## src/rtl/serving_timer_pkg.sv

```systemverilog
// Shared register map, bus widths and byte-lane merge helper for the serving machine timer.
package serving_timer_pkg;

  localparam int unsigned WB_DW  = 32;
  localparam int unsigned WB_AW  = 3;
  localparam int unsigned WB_SW  = 4;
  localparam int unsigned TIME_W = 64;

  localparam logic [WB_AW-1:0] TMR_MTIME_LO = 3'd0;
  localparam logic [WB_AW-1:0] TMR_MTIME_HI = 3'd1;
  localparam logic [WB_AW-1:0] TMR_CMP_LO   = 3'd2;
  localparam logic [WB_AW-1:0] TMR_CMP_HI   = 3'd3;
  localparam logic [WB_AW-1:0] TMR_CTRL     = 3'd4;
  localparam logic [WB_AW-1:0] TMR_PRESCALE = 3'd5;

  localparam int unsigned TMR_CTRL_EN = 0;

  // Replace only the byte lanes enabled in sel.
  function automatic logic [WB_DW-1:0] wb_merge(input logic [WB_DW-1:0] old_v,
                                                 input logic [WB_DW-1:0] dat,
                                                 input logic [WB_SW-1:0] sel);
    logic [WB_DW-1:0] merged;
    merged = old_v;
    for (int i = 0; i < int'(WB_SW); i++) begin
      if (sel[i]) merged[8*i +: 8] = dat[8*i +: 8];
    end
    return merged;
  endfunction

endpackage

```

## src/rtl/serving_timer_prescaler.sv

```systemverilog
// Free-running reload prescaler: emits a one-clock tick each time the count reaches the reload value.
module serving_timer_prescaler #(
  parameter int unsigned PRESCALE_W = 16
) (
  input  logic                  i_clk,
  input  logic                  i_rst,
  input  logic                  i_en,
  input  logic [PRESCALE_W-1:0] i_reload,
  input  logic                  i_clear,
  output logic                  o_tick_c
);

  logic [PRESCALE_W-1:0] cnt_q;
  logic [PRESCALE_W-1:0] cnt_d;

  assign o_tick_c = i_en & (cnt_q == i_reload);

  // A reload write restarts the count even while disabled.
  always_comb begin
    cnt_d = cnt_q;
    if (i_clear) begin
      cnt_d = '0;
    end else if (i_en) begin
      cnt_d = o_tick_c ? '0 : cnt_q + PRESCALE_W'(1);
    end
  end

  always_ff @(posedge i_clk) begin
    if (i_rst) cnt_q <= '0;
    else       cnt_q <= cnt_d;
  end

endmodule

```

## src/rtl/serving_timer.sv

```systemverilog
// Wishbone-attached RISC-V style machine timer: 64-bit mtime/mtimecmp, prescaler, enable and level IRQ.
module serving_timer
  import serving_timer_pkg::*;
#(
  parameter int unsigned            PRESCALE_W = 16,
  parameter logic [PRESCALE_W-1:0]  RESET_PRE  = '0
) (
  input  logic             i_clk,
  input  logic             i_rst,
  input  logic [WB_AW-1:0] i_wb_adr,
  input  logic [WB_DW-1:0] i_wb_dat,
  input  logic [WB_SW-1:0] i_wb_sel,
  input  logic             i_wb_we,
  input  logic             i_wb_stb,
  output logic [WB_DW-1:0] o_wb_rdt,
  output logic             o_wb_ack,
  output logic             o_timer_irq
);

  logic [TIME_W-1:0]     mtime_q,  mtime_d;
  logic [TIME_W-1:0]     cmp_q,    cmp_d;
  logic [WB_DW-1:0]      shadow_q, shadow_d;
  logic [WB_DW-1:0]      rdt_q,    rdt_d;
  logic [PRESCALE_W-1:0] pre_q,    pre_d;
  logic                  en_q,     en_d;
  logic                  ack_q,    ack_d;
  logic                  irq_q,    irq_d;

  logic                  access_c;
  logic                  wr_c;
  logic                  rd_c;
  logic                  tick_c;
  logic                  clear_c;
  logic [WB_DW-1:0]      pre_wr_c;

  assign access_c = i_wb_stb & ~ack_q;
  assign wr_c     = access_c & i_wb_we & (|i_wb_sel);
  assign rd_c     = access_c & ~i_wb_we;
  assign clear_c  = wr_c & (i_wb_adr == TMR_PRESCALE);
  assign pre_wr_c = wb_merge(WB_DW'(pre_q), i_wb_dat, i_wb_sel);

  serving_timer_prescaler #(
    .PRESCALE_W (PRESCALE_W)
  ) u_prescaler (
    .i_clk    (i_clk),
    .i_rst    (i_rst),
    .i_en     (en_q),
    .i_reload (pre_q),
    .i_clear  (clear_c),
    .o_tick_c (tick_c)
  );

  // Bus writes to a mtime half replace the tick for that cycle; the other half keeps its old value.
  always_comb begin
    mtime_d  = mtime_q;
    cmp_d    = cmp_q;
    shadow_d = shadow_q;
    rdt_d    = rdt_q;
    pre_d    = pre_q;
    en_d     = en_q;
    ack_d    = access_c;
    irq_d    = (mtime_q >= cmp_q);

    if (tick_c) mtime_d = mtime_q + TIME_W'(1);

    if (rd_c) begin
      unique case (i_wb_adr)
        TMR_MTIME_LO: begin
          rdt_d    = mtime_q[31:0];
          shadow_d = mtime_q[63:32];
        end
        TMR_MTIME_HI: rdt_d = shadow_q;
        TMR_CMP_LO:   rdt_d = cmp_q[31:0];
        TMR_CMP_HI:   rdt_d = cmp_q[63:32];
        TMR_CTRL:     rdt_d = WB_DW'(en_q);
        TMR_PRESCALE: rdt_d = WB_DW'(pre_q);
        default:      rdt_d = '0;
      endcase
    end

    if (wr_c) begin
      unique case (i_wb_adr)
        TMR_MTIME_LO: mtime_d = {mtime_q[63:32], wb_merge(mtime_q[31:0], i_wb_dat, i_wb_sel)};
        TMR_MTIME_HI: mtime_d = {wb_merge(mtime_q[63:32], i_wb_dat, i_wb_sel), mtime_q[31:0]};
        TMR_CMP_LO:   cmp_d   = {cmp_q[63:32], wb_merge(cmp_q[31:0], i_wb_dat, i_wb_sel)};
        TMR_CMP_HI:   cmp_d   = {wb_merge(cmp_q[63:32], i_wb_dat, i_wb_sel), cmp_q[31:0]};
        TMR_CTRL:     if (i_wb_sel[0]) en_d = i_wb_dat[TMR_CTRL_EN];
        TMR_PRESCALE: pre_d   = PRESCALE_W'(pre_wr_c);
        default:      ;
      endcase
    end
  end

  always_ff @(posedge i_clk) begin
    if (i_rst) begin
      mtime_q  <= '0;
      cmp_q    <= '1;
      shadow_q <= '0;
      rdt_q    <= '0;
      pre_q    <= RESET_PRE;
      en_q     <= 1'b0;
      ack_q    <= 1'b0;
      irq_q    <= 1'b0;
    end else begin
      mtime_q  <= mtime_d;
      cmp_q    <= cmp_d;
      shadow_q <= shadow_d;
      rdt_q    <= rdt_d;
      pre_q    <= pre_d;
      en_q     <= en_d;
      ack_q    <= ack_d;
      irq_q    <= irq_d;
    end
  end

  assign o_wb_rdt    = rdt_q;
  assign o_wb_ack    = ack_q;
  assign o_timer_irq = irq_q;

endmodule
```

## config.mk

```make
export PLATFORM = sky130hd
export DESIGN_NAME = serving_timer
export DESIGN_NICKNAME = d
export VERILOG_FILES = /design/src/rtl/serving_timer_pkg.sv /design/src/rtl/serving_timer_prescaler.sv /design/src/rtl/serving_timer.sv
export SDC_FILE = /design/constraint.sdc
export NUM_CORES = 1
export LEC_CHECK = 0
export ABC_AREA = 0
export CAP_MARGIN = 40
export CORE_MARGIN = 8
export CORE_UTILIZATION = 60
export DETAILED_ROUTE_END_ITERATION = 12
export GPL_ROUTABILITY_DRIVEN = 0
export PLACE_DENSITY = 0.8
export SLEW_MARGIN = 20
export SYNTH_ARGS = -nofsm -noshare
export SYNTH_HDL_FRONTEND = slang
export SYNTH_HIERARCHICAL = 1
export SYNTH_SLANG_ARGS = --single-unit
```

## constraint.sdc

```tcl
create_clock -name i_clk -period 5.1 [get_ports i_clk]
set_input_delay 0.51 -clock i_clk [delete_from_list [all_inputs] [get_ports i_clk]]
set_output_delay 0.51 -clock i_clk [all_outputs]
set_load 0.02 [all_outputs]
```

==> results.toml <==
[timing]
fmax_ghz = 0.289
timing.final.max_slew_violations = 0
setup_viol = 0
fin_crit_ns = 3.46
rsz0062_at_grt = "false"
slew_headroom_pct = 34.7
hold_violations = 0
skew_ns = 0.0174
finalSetupTns_ns = 0
fin_ws_ns = 1.64
min_period_over_period_pct = 67.8
tightest_slew_ns = 0.967

[pwr]
power.total_uw = 4270
max-vdd-ir-drop_uv = 251
seq_power_share_pct = 42.6
p_int_uw = 3280
p_leak_uw = 0.00589
combPwrFrac_pct = 7.6
p_switching_uw = 988
powerDensity_mw_per_mm2 = 286
p_clk_share_pct = 49.7
switching_share_pct = 23.1

[critical_path]
start_kind = "register"
critPathRequiredTime_ns = 5.53
endpoint_kind = "register"
critical_path_class = "register to register"
critPathMaxFanout = 10
cp_data_arrival_time_ns = 3.89

[synthesis]
ys_types = 80
synth.largest_area_cell = "dfxtp_1"
synthesis.area_mm2 = 0.0129
synth-async-reset-ratio_pct = 0
synth-seq-cells = 227
synth-seq-area-share_pct = 35.1
synth_nets = 1738
synth_enable_flop_cells = 0
syn_inst = 1629
syn_avg_cell_area_um2 = 7.95
ys_dominant_reg_cell = "dfxtp_1"
ys_warn_count = 6
yosys.area.top_type_share_pct = 35.1
synthTopCellsByArea = "dfxtp_1 35%, ha_1 6.4%, nand2_1 6.2%"

[finish]
layout_common_cells = "227 x dfxtp_1, 215 x nand2_1, 161 x a21oi_1"
area.growth.synth_to_final_pct = 15.2
layout-drive-gt1-share_pct = 8.39
num-fill-cells = 1702
final_common_cell = "dfxtp_1"
nets = 1771
n_antenna_cell = 0

[cts]
cts_tree = "yes"
clockBufferDepth = 3
cts-hold-fix-buffers = 0
htree_levels = 1
post_cts_buffers = 0
cts_resized = 0
cts_buffers = 25
worstSkewPairLatency_ns = 0.53
clk_pin_slew_ns = 0.06
clkSinkCount = 227
clock-root-buffer = "clkbuf_16"

[detailed_routing]
vias = 13300
drt_iter0_drc = 2278
first_pass_iters = 9
wire_per_inst_um = 22.2
drcViolationCount = 0
drt-total-wl_mm = 43.4
vias_per_cell = 6.80
postRouteAntennaNets = 0

[global_routing]
antenna_found_initial = 0
grt_overflow = 0
grt.total_usage_pct = 31.6
grt_pass1_wl_mm = 68.0
grt_pass1_vias = 12500
grt_max_degree = 74

[floorplanning]
dieArea_mm2 = 0.0265
initial_utilization_pct = 61.4
die_y_um = 163
die_w_um = 163
rows = 53
io_pins = 77
core_mm2 = 0.0211

[placement]
place_ws_ns = 1.54
port_buffers = 76
detailed_place_hpwl_mm = 30.0

[job]
maxCapViolCount = 0

[hold_path]
hp-class = "register to register"

[outcome]
status = "complete, no violations"
## kinds of logic after synthesis
| kind of cell | count (synthesis) | share of synthesized area [%] |
|---|---|---|
| flip-flops | 227 | 35.1 |
| XOR/XNOR | 44 | 2.98 |
| AO/OA/AOI/OAI | 461 | 23.1 |
| multiplexers | 36 | 3.56 |
| adder cells (fa/ha/maj) | 66 | 6.38 |
| buffers and inverters | 191 | 5.85 |
| AND/OR/NAND/NOR | 604 | 23.0 |
## worst max-delay path, stage by stage, from the launching register on
cell and delay, ns:
dfxtp_1 0.36, xor2_1 0.20, nor4_1 0.28, nand2_1 0.11
nor4b_1 0.30, buf_4 0.22, and4_1 0.32, and3_1 0.34
and4_1 0.49, and2_1 0.37, a211oi_1 0.13, a311oi_1 0.26
## cell usage after synthesis, types with 15 or more instances
master and instances:
nand3_1 51, nor3_1 31, a31oi_1 15, o21ai_0 51
inv_1 82, a21oi_1 161, o211ai_1 68, nor2_1 137
clkbuf_1 89, xor2_1 28, xnor2_1 16, nand2_1 215
mux2i_1 19, and3_1 18, nor4_1 27, nand4_1 35
ha_1 66, a22oi_1 61, dfxtp_1 227
## state kept, by name (all words and copies together) (netlist names)
register	count
o_timer_irq	1
u_prescaler/cnt_q	16
o_wb_rdt	32
pre_q	16
shadow_q	32
mtime_q	64
en_q	1
cmp_q	64
o_wb_ack	1
## final cells by class
cell class | count | area [um2] | share of cell area, %
clock inverter | 13 | 265 | 1.78
multi-input combinational | 1211 | 7670 | 51.4
tap | 275 | 344 | 2.31
inverter | 82 | 308 | 2.06
clock buffer | 32 | 702 | 4.71
timing repair buffer | 115 | 1080 | 7.23
sequential | 227 | 4540 | 30.5
## stage by stage
| step | instances | utilization [%] | hold WS [ns] | area [um2] |
|---|---|---|---|---|
| 2_1_floorplan | 1629 | - | 0.433 | 12900 |
| 6_report | 1955 | 70.7 | 0.455 | 14900 |
| 4_1_cts | 1952 | 70.5 | 0.455 | 14900 |
| 5_1_grt | 1955 | 70.7 | 0.471 | 14900 |
| 3_3_place_gp | 1898 | 65.6 | 0.441 | 13800 |
| 3_5_place_dp | 1907 | 65.9 | 0.447 | 13900 |
## final timing paths
path                                 startpoint                        end  slack (ns)  depth (start not counted)
max          u_prescaler/cnt_q[10]$_SDFFE_PP0P_   mtime_q[47]$_SDFFE_PP0P_        1.64                         11
min                   shadow_q[21]$_SDFFE_PP0P_  shadow_q[21]$_SDFFE_PP0P_        0.45                          2
max reg2reg  u_prescaler/cnt_q[10]$_SDFFE_PP0P_   mtime_q[47]$_SDFFE_PP0P_        1.64                         11
min reg2reg           shadow_q[21]$_SDFFE_PP0P_  shadow_q[21]$_SDFFE_PP0P_        0.45                          2
## routing by layer
metal | part of all wire, % | vias up | track usage (%)
li1 | - | 6002 | -
met1 | 40 | 6209 | 41.2
met2 | 43 | 869 | 48.9
met3 | 12 | 216 | 8.39
met4 | 4.7 | 0 | 12.8
met5 | 0 | - | 0
## power by group through the flow
| stage | Combinational, uW | Clock (uW) | Sequential, uW |
|---|---|---|---|
| after detailed placement | 308 | 0 | 1860 |
| after global routing | 344 | 2200 | 1820 |
| final | 326 | 2120 | 1820 |
| after global placement | 303 | 0 | 1860 |
| after CTS | 311 | 2130 | 1820 |
| after floorplan | 166 | 0 | 1860 |
(Power assumes the default switching activity.)
